==> config.mk <==
export PLATFORM = sky130hd
export DESIGN_NAME = lsu_mem_port_flat
export DESIGN_NICKNAME = d
export VERILOG_FILES = /design/src/rtl/lsu_mem_port_if.sv /design/src/rtl/lsu_mem_port.sv /design/src/flat_wrapper.sv
export SDC_FILE = /design/constraint.sdc
export NUM_CORES = 1
export LEC_CHECK = 0
export BUFFER_PORTS_ARGS = -buffer_cell sky130_fd_sc_hd__buf_2
export CAP_MARGIN = 10
export CORE_ASPECT_RATIO = 1.5
export CORE_UTILIZATION = 46
export CTS_CLUSTER_SIZE = 20
export DETAILED_ROUTE_END_ITERATION = 6
export PLACE_DENSITY = 0.83
export SLEW_MARGIN = 25
export SYNTH_ARGS = -nofsm -noshare
export SYNTH_HDL_FRONTEND = slang
export SYNTH_SLANG_ARGS = --single-unit
==> constraint.sdc <==
create_clock -name clk -period 3.2 [get_ports clk]
set_input_delay 0.16 -clock clk [delete_from_list [all_inputs] [get_ports clk]]
set_output_delay 0.16 -clock clk [all_outputs]
set_load 0.05 [all_outputs]
==> src/rtl/lsu_mem_port_if.sv <==
// Pipeline and memory signal bundle for lsu_mem_port.
// slave: the LSU itself. master: the pipeline plus the data memory that surround it.
interface lsu_mem_port_if;
  logic        req;
  logic        we;
  logic [2:0]  funct3;
  logic [31:0] addr;
  logic [31:0] wdata;
  logic        ready;
  logic        done;
  logic [31:0] rdata;
  logic        err;
  logic [31:0] mem_addr;
  logic        mem_read;
  logic        mem_write;
  logic [31:0] mem_wdata;
  logic [31:0] mem_rdata;

  modport slave (
    input  req, we, funct3, addr, wdata, mem_rdata,
    output ready, done, rdata, err, mem_addr, mem_read, mem_write, mem_wdata
  );

  modport master (
    output req, we, funct3, addr, wdata, mem_rdata,
    input  ready, done, rdata, err, mem_addr, mem_read, mem_write, mem_wdata
  );
endinterface

==> src/rtl/lsu_mem_port.sv <==
// RV32I load/store unit with a single-port word memory interface.
// Sub-word stores use a read-modify-write sequence.
// Optional macro LSU_MISALIGN_TRAP_EN: misaligned H/HU/W accesses fault instead of
// being silently aligned down.
module lsu_mem_port #(
  parameter int unsigned MEM_WORDS = 256,
  parameter int unsigned SIZE      = 32
) (
  input logic         clk,
  input logic         rst,
  lsu_mem_port_if.slave bus
);

  typedef enum logic [2:0] {StIdle, StLoad, StRmwRd, StStore, StDone} state_e;

  state_e          state;
  logic            we_q;
  logic [2:0]      f3_q;
  logic [1:0]      off_q;
  logic [SIZE-1:0] wdata_q;

  logic       fault;
  logic [1:0] off;

  // Extract and extend the addressed byte/halfword from a memory word.
  function automatic logic [31:0] extract(input logic [31:0] w, input logic [2:0] f3,
                                          input logic [1:0] o);
    logic [31:0] s;
    s = w >> {o, 3'b000};
    case (f3)
      3'b000:  return {{24{s[7]}}, s[7:0]};
      3'b001:  return {{16{s[15]}}, s[15:0]};
      3'b100:  return {24'h0, s[7:0]};
      3'b101:  return {16'h0, s[15:0]};
      default: return w;
    endcase
  endfunction

  // Replace the addressed byte/halfword of a memory word with store data.
  function automatic logic [31:0] merge(input logic [31:0] w, input logic [2:0] f3,
                                        input logic [1:0] o, input logic [31:0] d);
    logic [31:0] mask;
    mask = (f3[1:0] == 2'b00) ? 32'h0000_00ff : 32'h0000_ffff;
    return (w & ~(mask << {o, 3'b000})) | ((d & mask) << {o, 3'b000});
  endfunction

  // Decode fault and effective byte offset of the incoming request.
  always_comb begin
    fault = 1'b0;
    off   = bus.addr[1:0];
    case (bus.funct3)
      3'b000: ;
      3'b100: fault = bus.we;
      3'b001, 3'b101: begin
`ifdef LSU_MISALIGN_TRAP_EN
        if (bus.addr[0]) fault = 1'b1;
`endif
        off = {bus.addr[1], 1'b0};
        if (bus.we && bus.funct3[2]) fault = 1'b1;
      end
      3'b010: begin
`ifdef LSU_MISALIGN_TRAP_EN
        if (bus.addr[1:0] != 2'b00) fault = 1'b1;
`endif
        off = 2'b00;
      end
      default: fault = 1'b1;
    endcase
    if ({2'b00, bus.addr[31:2]} >= 32'(MEM_WORDS)) fault = 1'b1;
  end

  // Access sequencer; every output is registered.
  always_ff @(posedge clk or posedge rst) begin
    if (rst) begin
      state         <= StIdle;
      we_q          <= 1'b0;
      f3_q          <= 3'b000;
      off_q         <= 2'b00;
      wdata_q       <= '0;
      bus.ready     <= 1'b1;
      bus.done      <= 1'b0;
      bus.err       <= 1'b0;
      bus.rdata     <= 32'h0;
      bus.mem_read  <= 1'b0;
      bus.mem_write <= 1'b0;
      bus.mem_addr  <= 32'h0;
      bus.mem_wdata <= 32'h0;
    end else begin
      bus.done      <= 1'b0;
      bus.mem_read  <= 1'b0;
      bus.mem_write <= 1'b0;
      unique case (state)
        StIdle: begin
          if (bus.req) begin
            we_q          <= bus.we;
            f3_q          <= bus.funct3;
            off_q         <= off;
            wdata_q       <= bus.wdata;
            bus.ready     <= 1'b0;
            bus.mem_addr  <= {2'b00, bus.addr[31:2]};
            bus.mem_wdata <= bus.wdata;
            if (fault) begin
              state     <= StDone;
              bus.done  <= 1'b1;
              bus.err   <= 1'b1;
              bus.rdata <= 32'h0;
            end else if (!bus.we) begin
              state        <= StLoad;
              bus.mem_read <= 1'b1;
            end else if (bus.funct3 == 3'b010) begin
              state         <= StStore;
              bus.mem_write <= 1'b1;
            end else begin
              state        <= StRmwRd;
              bus.mem_read <= 1'b1;
            end
          end
        end
        StLoad: begin
          bus.rdata <= extract(bus.mem_rdata, f3_q, off_q);
          bus.done  <= 1'b1;
          state     <= StDone;
        end
        StRmwRd: begin
          bus.mem_wdata <= merge(bus.mem_rdata, f3_q, off_q, wdata_q);
          bus.mem_write <= 1'b1;
          state         <= StStore;
        end
        StStore: begin
          bus.done <= 1'b1;
          state    <= StDone;
        end
        StDone: begin
          bus.err   <= 1'b0;
          bus.ready <= 1'b1;
          state     <= StIdle;
        end
        default: begin
          bus.ready <= 1'b1;
          state     <= StIdle;
        end
      endcase
    end
  end

endmodule

==> src/flat_wrapper.sv <==
// flat-port wrapper written by rule: the top's interface ports become plain ports
module lsu_mem_port_flat 
#(
  parameter int unsigned MEM_WORDS = 256,
  parameter int unsigned SIZE      = 32
)
  (clk, rst, bus_req, bus_we, bus_funct3, bus_addr, bus_wdata, bus_mem_rdata, bus_ready, bus_done, bus_rdata, bus_err, bus_mem_addr, bus_mem_read, bus_mem_write, bus_mem_wdata);
  lsu_mem_port_if bus_i ();
  input logic clk;
  input logic rst;
  input wire logic [$bits(bus_i.req)-1:0] bus_req;
  input wire logic [$bits(bus_i.we)-1:0] bus_we;
  input wire logic [$bits(bus_i.funct3)-1:0] bus_funct3;
  input wire logic [$bits(bus_i.addr)-1:0] bus_addr;
  input wire logic [$bits(bus_i.wdata)-1:0] bus_wdata;
  input wire logic [$bits(bus_i.mem_rdata)-1:0] bus_mem_rdata;
  output wire logic [$bits(bus_i.ready)-1:0] bus_ready;
  output wire logic [$bits(bus_i.done)-1:0] bus_done;
  output wire logic [$bits(bus_i.rdata)-1:0] bus_rdata;
  output wire logic [$bits(bus_i.err)-1:0] bus_err;
  output wire logic [$bits(bus_i.mem_addr)-1:0] bus_mem_addr;
  output wire logic [$bits(bus_i.mem_read)-1:0] bus_mem_read;
  output wire logic [$bits(bus_i.mem_write)-1:0] bus_mem_write;
  output wire logic [$bits(bus_i.mem_wdata)-1:0] bus_mem_wdata;
  assign bus_i.req = bus_req;
  assign bus_i.we = bus_we;
  assign bus_i.funct3 = bus_funct3;
  assign bus_i.addr = bus_addr;
  assign bus_i.wdata = bus_wdata;
  assign bus_i.mem_rdata = bus_mem_rdata;
  assign bus_ready = bus_i.ready;
  assign bus_done = bus_i.done;
  assign bus_rdata = bus_i.rdata;
  assign bus_err = bus_i.err;
  assign bus_mem_addr = bus_i.mem_addr;
  assign bus_mem_read = bus_i.mem_read;
  assign bus_mem_write = bus_i.mem_write;
  assign bus_mem_wdata = bus_i.mem_wdata;
  lsu_mem_port #(.MEM_WORDS(MEM_WORDS), .SIZE(SIZE)) u_core (.clk(clk), .rst(rst), .bus(bus_i));
endmodule
* Word level (Yosys, flattened, before mapping)
Index checks and enable logic that the tools add are counted.
Word-level totals: input port bits 103, logic and storage cells 85, output and inout bits 101, register bits after elaboration 139
Operators by class: bitwise gates (word level) 5, muxes and demuxes 34, shift-type cells 3, $lt $le $gt $ge 1, reductions and logical operators 17, eq/ne operators 13
Operators with widths (count):
- 32-bit case mux with 2 select lines | 2
- 32-bit case mux with 4 select lines | 1
- 32-bit two-way mux | 3
- 32-bit bitwise AND | 2
- 32-bit by 5-bit << shifter with 32-bit output | 2
- 32-bit NOT | 1
- 32-bit OR | 1
- 32-bit by 5-bit right shift with 16-bit output | 1
- 30-bit by 9-bit greater-or-equal comparator with 1-bit output (second input constant) | 1
- 1-bit two-way mux | 17
- 16-bit two-way mux | 1
- 3-bit equality test (second input constant) | 5
- 3-bit by 1-bit equality test with 1-bit output (second input constant) | 3
- 3-bit by 2-bit equality test with 1-bit output (second input constant) | 3
- 3-bit logical NOT | 3
- 3-bit two-way mux | 3
- 3-bit case mux with 3 select lines | 1
- 1-bit case mux with 2 select lines | 4
- 2-bit AND reduction | 3
- 3-bit AND reduction | 2
- 2-bit nonzero test | 3
- 2-bit OR reduction | 3
- 2-bit case mux with 2 select lines | 1
- 1-bit case mux with 3 select lines | 1
- other kinds (6) | 6

* Longest topological paths before layout
depth in word-level cells 7, gate-level depth with buffers 8, depth with buffers taken out 4

* Worst setup path before layout
OpenSTA, ideal clock, no wires.
kind register to register, start reg u_core.off_q[0], end reg u_core.bus.rdata[16], buffers on the path 2, arrival time 1606 ps, period minus slack after synthesis 1744 ps, stages on the path, launching flop included 7, path slack 1456 ps, data required time 3062 ps, setup time 138 ps, path through dfrtp_1 > buf_6 > mux2_2 > mux4_2 > nand4_2 > buf_6 > o311ai_1
On the way: longest elaborated chain between the ends 3
Ends and longest elaborated chain:
- from (decl) | RTL line lsu_mem_port.sv:19 | logic [1:0] off_q;
- from (signal assigned) | RTL line lsu_mem_port.sv:78 | off_q <= 2'b00;
- from (signal assigned) | RTL line lsu_mem_port.sv:97 | off_q <= off;
- 32-bit by 5-bit right shift with 16-bit output | RTL line lsu_mem_port.sv:29 | s = w >> {o, 3'b000};
- 32-bit case mux with 4 select lines | RTL line lsu_mem_port.sv:30 | case (f3)
- 32-bit case mux with 2 select lines | RTL line lsu_mem_port.sv:92 | unique case (state)
- to (signal assigned) | RTL line lsu_mem_port.sv:120 | bus.rdata <= extract(bus.mem_rdata, f3_q, off_q);
- to (decl) | RTL line lsu_mem_port_if.sv:21 | output ready, done, rdata, err, mem_addr, mem_read, mem_write, mem_wdata
Every way passes these cells. A chain may end at the register's enable or synchronous reset.

* Worst setup path in the final report
start reg u_core.off_q[1], end reg u_core.bus.mem_wdata[21]
On the way: longest elaborated chain between the ends 5, elaborated cells between the ends (all ways) 6, those cells by class shift (2); mux (1); bitwise (3)
Ends and longest elaborated chain:
- 32-bit by 5-bit << shifter with 32-bit output | RTL line lsu_mem_port.sv:44 | return (w & ~(mask << {o, 3'b000})) | ((d & mask) << {o, 3'b000});
- 32-bit NOT | RTL line lsu_mem_port.sv:44
- 32-bit bitwise AND | RTL line lsu_mem_port.sv:44
- 32-bit OR (*) | RTL line lsu_mem_port.sv:44
- 32-bit case mux with 2 select lines (*) | RTL line lsu_mem_port.sv:92
- to (signal assigned) | RTL line lsu_mem_port.sv:101 | bus.mem_wdata <= bus.wdata;
- to (signal assigned) | RTL line lsu_mem_port.sv:125 | bus.mem_wdata <= merge(bus.mem_rdata, f3_q, off_q, wdata_q);
- to (decl) | RTL line lsu_mem_port_if.sv:21
Mark *: on every way between the ends. The rest lies on a longest branch, timed or not.

==> reports/metrics.yaml <==
sta:
  skew_ps: 11.8
  maxSlewViolCount: 0
  hold_viol: 0
  min_period_ps: 2350
  max_freq_ghz: 0.426
  rsz0062_at_grt: "false"
  fin_tns_setup_ps: 0
  worstMarginPinSlew_ps: 939
  fin_crit_sh_pct: 73.3
  setup_slack_ps: 853
  slew_headroom_pct: 37.4
  setup_viol: 0
cells_and_area:
  fin_area_um2: 8280
  final_core_util_pct: 63.6
  antenna_cells: 0
  final_net_count: 986
  fillCellCount: 1075
  synthToLayoutAreaGrowth_pct: 34.4
  drive_above_1_share_pct: 29.2
critical_path:
  cp.arrival_ps: 2670
  reg2reg_from: "u_core.off_q[1]"
  worstPathRequired_ps: 3530
  cp-end-kind: "flip-flop"
  crit_path_start_kind: "flip-flop"
  crit_chain: "nor2b_1 -> a21oi_1 -> a21oi_1 -> o21ai_0"
  criticalPathCategory: "flip-flop to flip-flop"
  cp_slowest_stage_delay_ps: 960
  startpoint: "u_core.off_q[1]"
  slowest_stage: "dfrtp_1"
  cp_max_fo: 29
  cpMostUsedCell: "a21oi_1"
floorplan:
  dieWidth_um: 96.5
  dieHeight_um: 144
  rows: 51
  initial_core_util_pct: 47.3
  fp.dieArea_um2: 13900
  io_pins: 204
  core_area_um2: 13000
synthesis:
  synth_edf_count: 0
  yosysSeqAreaShare_pct: 50.0
  syn_avg_cell_area_um2: 9.41
  synth_area_um2: 6160
  yosysTopAreaCellShare_pct: 49.6
  synth_common_cells: "nand2_1, dfrtp_1, inv_1, mux2i_1, clkbuf_1"
  netlist_instances: 655
  synth-seq-cells: 123
  dominantRegCellSynth: "dfrtp_1"
  synth.area.top_cells: "dfrtp_1, nand2_1, mux2i_1, inv_1, o21ai_0"
  yosysMostFrequentCell: "nand2_1"
  yosysTopAreaCell: "dfrtp_1"
  ys_async_sr_fraction_pct: 100
  ys.warnings.count: 0
  synth.distinct_cells: 53
min_path:
  hp-start: "bus_wdata[18]"
  hp-class: "primary input to flip-flop"
clock_network:
  numCtsBuffers: 17
  root_buffer: "clkbuf_16"
  cts_setup_buffers: 0
  htreeDepth: 4
  clk_pin_slew_ps: 60
  clk_latency_ps: 420
  clock_sink_count: 123
  clockBufferDepth: 2
  cts_tree: "yes"
global_routing:
  grt_pass1_vias: 5959
  grt_start_max_net_pins: 124
  busiest_layer: "met2"
  grt_pass1_wl_um: 30100
  grt_usage_pct: 29.0
  antenna_found_initial: 0
  use_met1_pct: 32.6
  overflow: 0
  met2_usage_pct: 47.9
  grt_use_met3_pct: 7.67
run:
  cap_violations: 0
placement:
  dp_hpwl_um: 13500
  placed_cell_area_um2: 7250
  pre_cts_slack_ps: 958
  port-buffer-count: 201
  place_congestion: 0.939
power_and_ir_drop:
  power_density_nw_per_um2: 602
  p_leak_nw: 4.10
  peakVddDrop_v: 0.000395
detailed_routing:
  routed_via_density: 5.80
  drtIter0Drc: 535
  drtPass1Iterations: 5
  wl_um: 19700
  drc: 0
  ant_nets: 0
  wl_per_cell_um: 18.7
  num_vias: 6117
outcome:
  status: "finished clean"
## routing by layer
layer / vias up / part of all wire, %
li1: 2770 / -
met3: 76 / 7.8
met1: 2914 / 36
met4: 0 / 5.4
met5: - / 0
met2: 357 / 51
## placed cells by master, fill, tap and decap left out, types with 9 or more instances in the layout
cell type      synthesis  routed
a32o_1                 9       9
o311ai_1              10      10
buf_2                 14     201
mux2_2                10      10
mux2i_1               31      31
nor2_1                10      10
dfrtp_1              122     122
a22oi_1                9       9
clkbuf_16              0      17
buf_4                  5      11
a211oi_1              13      13
inv_1                 40      39
a21oi_1               19      19
o21ai_0               23      23
nand2_1              176     175
nor2b_1               12      12
dlygate4sd3_1          0      45
## path summary, 6_finish.rpt
kind / endpoint / slack [ps] / depth (start not counted)
worst max register to register: u_core.bus.mem_wdata[21] / 850 / 4
worst min register to register: u_core.bus.mem_addr[13] / 470 / 2
max in group asynchronous: u_core.f3_q[2] / 2230 / 4
min in group asynchronous: u_core.bus.mem_wdata[2] / 450 / 4
worst max-delay path: u_core.bus.mem_wdata[21] / 850 / 4
worst min-delay path: u_core.bus.mem_wdata[18] / 3 / 3
## layout make-up
cell class | count | area [um2] | share of cell area (%)
clock buffer | 24 | 462 | 5.57
tap | 159 | 199 | 2.40
timing repair buffer | 258 | 1560 | 18.8
inverter | 41 | 158 | 1.90
multi-input combinational | 442 | 2710 | 32.7
clock inverter | 7 | 116 | 1.41
sequential | 123 | 3080 | 37.2
## timing repair
action	4_1_cts	5_1_grt
endpoints found under the hold margin	156	1
hold buffers	44	1
gates resized for setup	0	0
## flip-flops by register name (all words and copies together), names as in the netlist
signal                count
u_core.bus.done           1
u_core.bus.err            1
u_core.bus.mem_addr      30
u_core.bus.mem_read       1
u_core.bus.mem_wdata     32
u_core.bus.mem_write      1
u_core.bus.rdata         32
u_core.bus.ready          1
u_core.f3_q               3
u_core.off_q              2
u_core.state              3
u_core.wdata_q           16
## through the flow
stage / std cells / hold slack (ps) / power [mW]
2_1_floorplan: 656 / 265 / 2.70
3_3_place_gp: 978 / 350 / 3.01
3_5_place_dp: 978 / 357 / 3.03
4_1_cts: 1053 / 2.43 / 4.98
5_1_grt: 1054 / 6.84 / 5.17
6_report: 1054 / 2.70 / 4.99
## critical path: cells and delay by family, from the launching register on
family | cells | cell delay [ps]
AOI/OAI and AO/OA | 3 | 940
and+or+nand+nor | 1 | 360
DFF | 1 | 960
## report_power, final
group | leakage (nW) | internal, mW | switching [mW]
Clock | 0.278 | 1.24 | 0.673
Sequential | 1.57 | 1.70 | 0.133
Combinational | 2.26 | 0.395 | 0.848
Total | 4.10 | 3.33 | 1.65
## cells by family (layout without fill, tap and decap cells)
logic type	Yosys count	count (layout)	share of synthesized area [%]
AOI/OAI and AO/OA	170	170	20.5
buffers and inverters	91	330	6.38
DFF	123	123	50.0
muxes	42	42	7.23
other	1	2	0.0609
and+or+nand+nor	228	228	15.8
(Power assumes the default switching activity.)
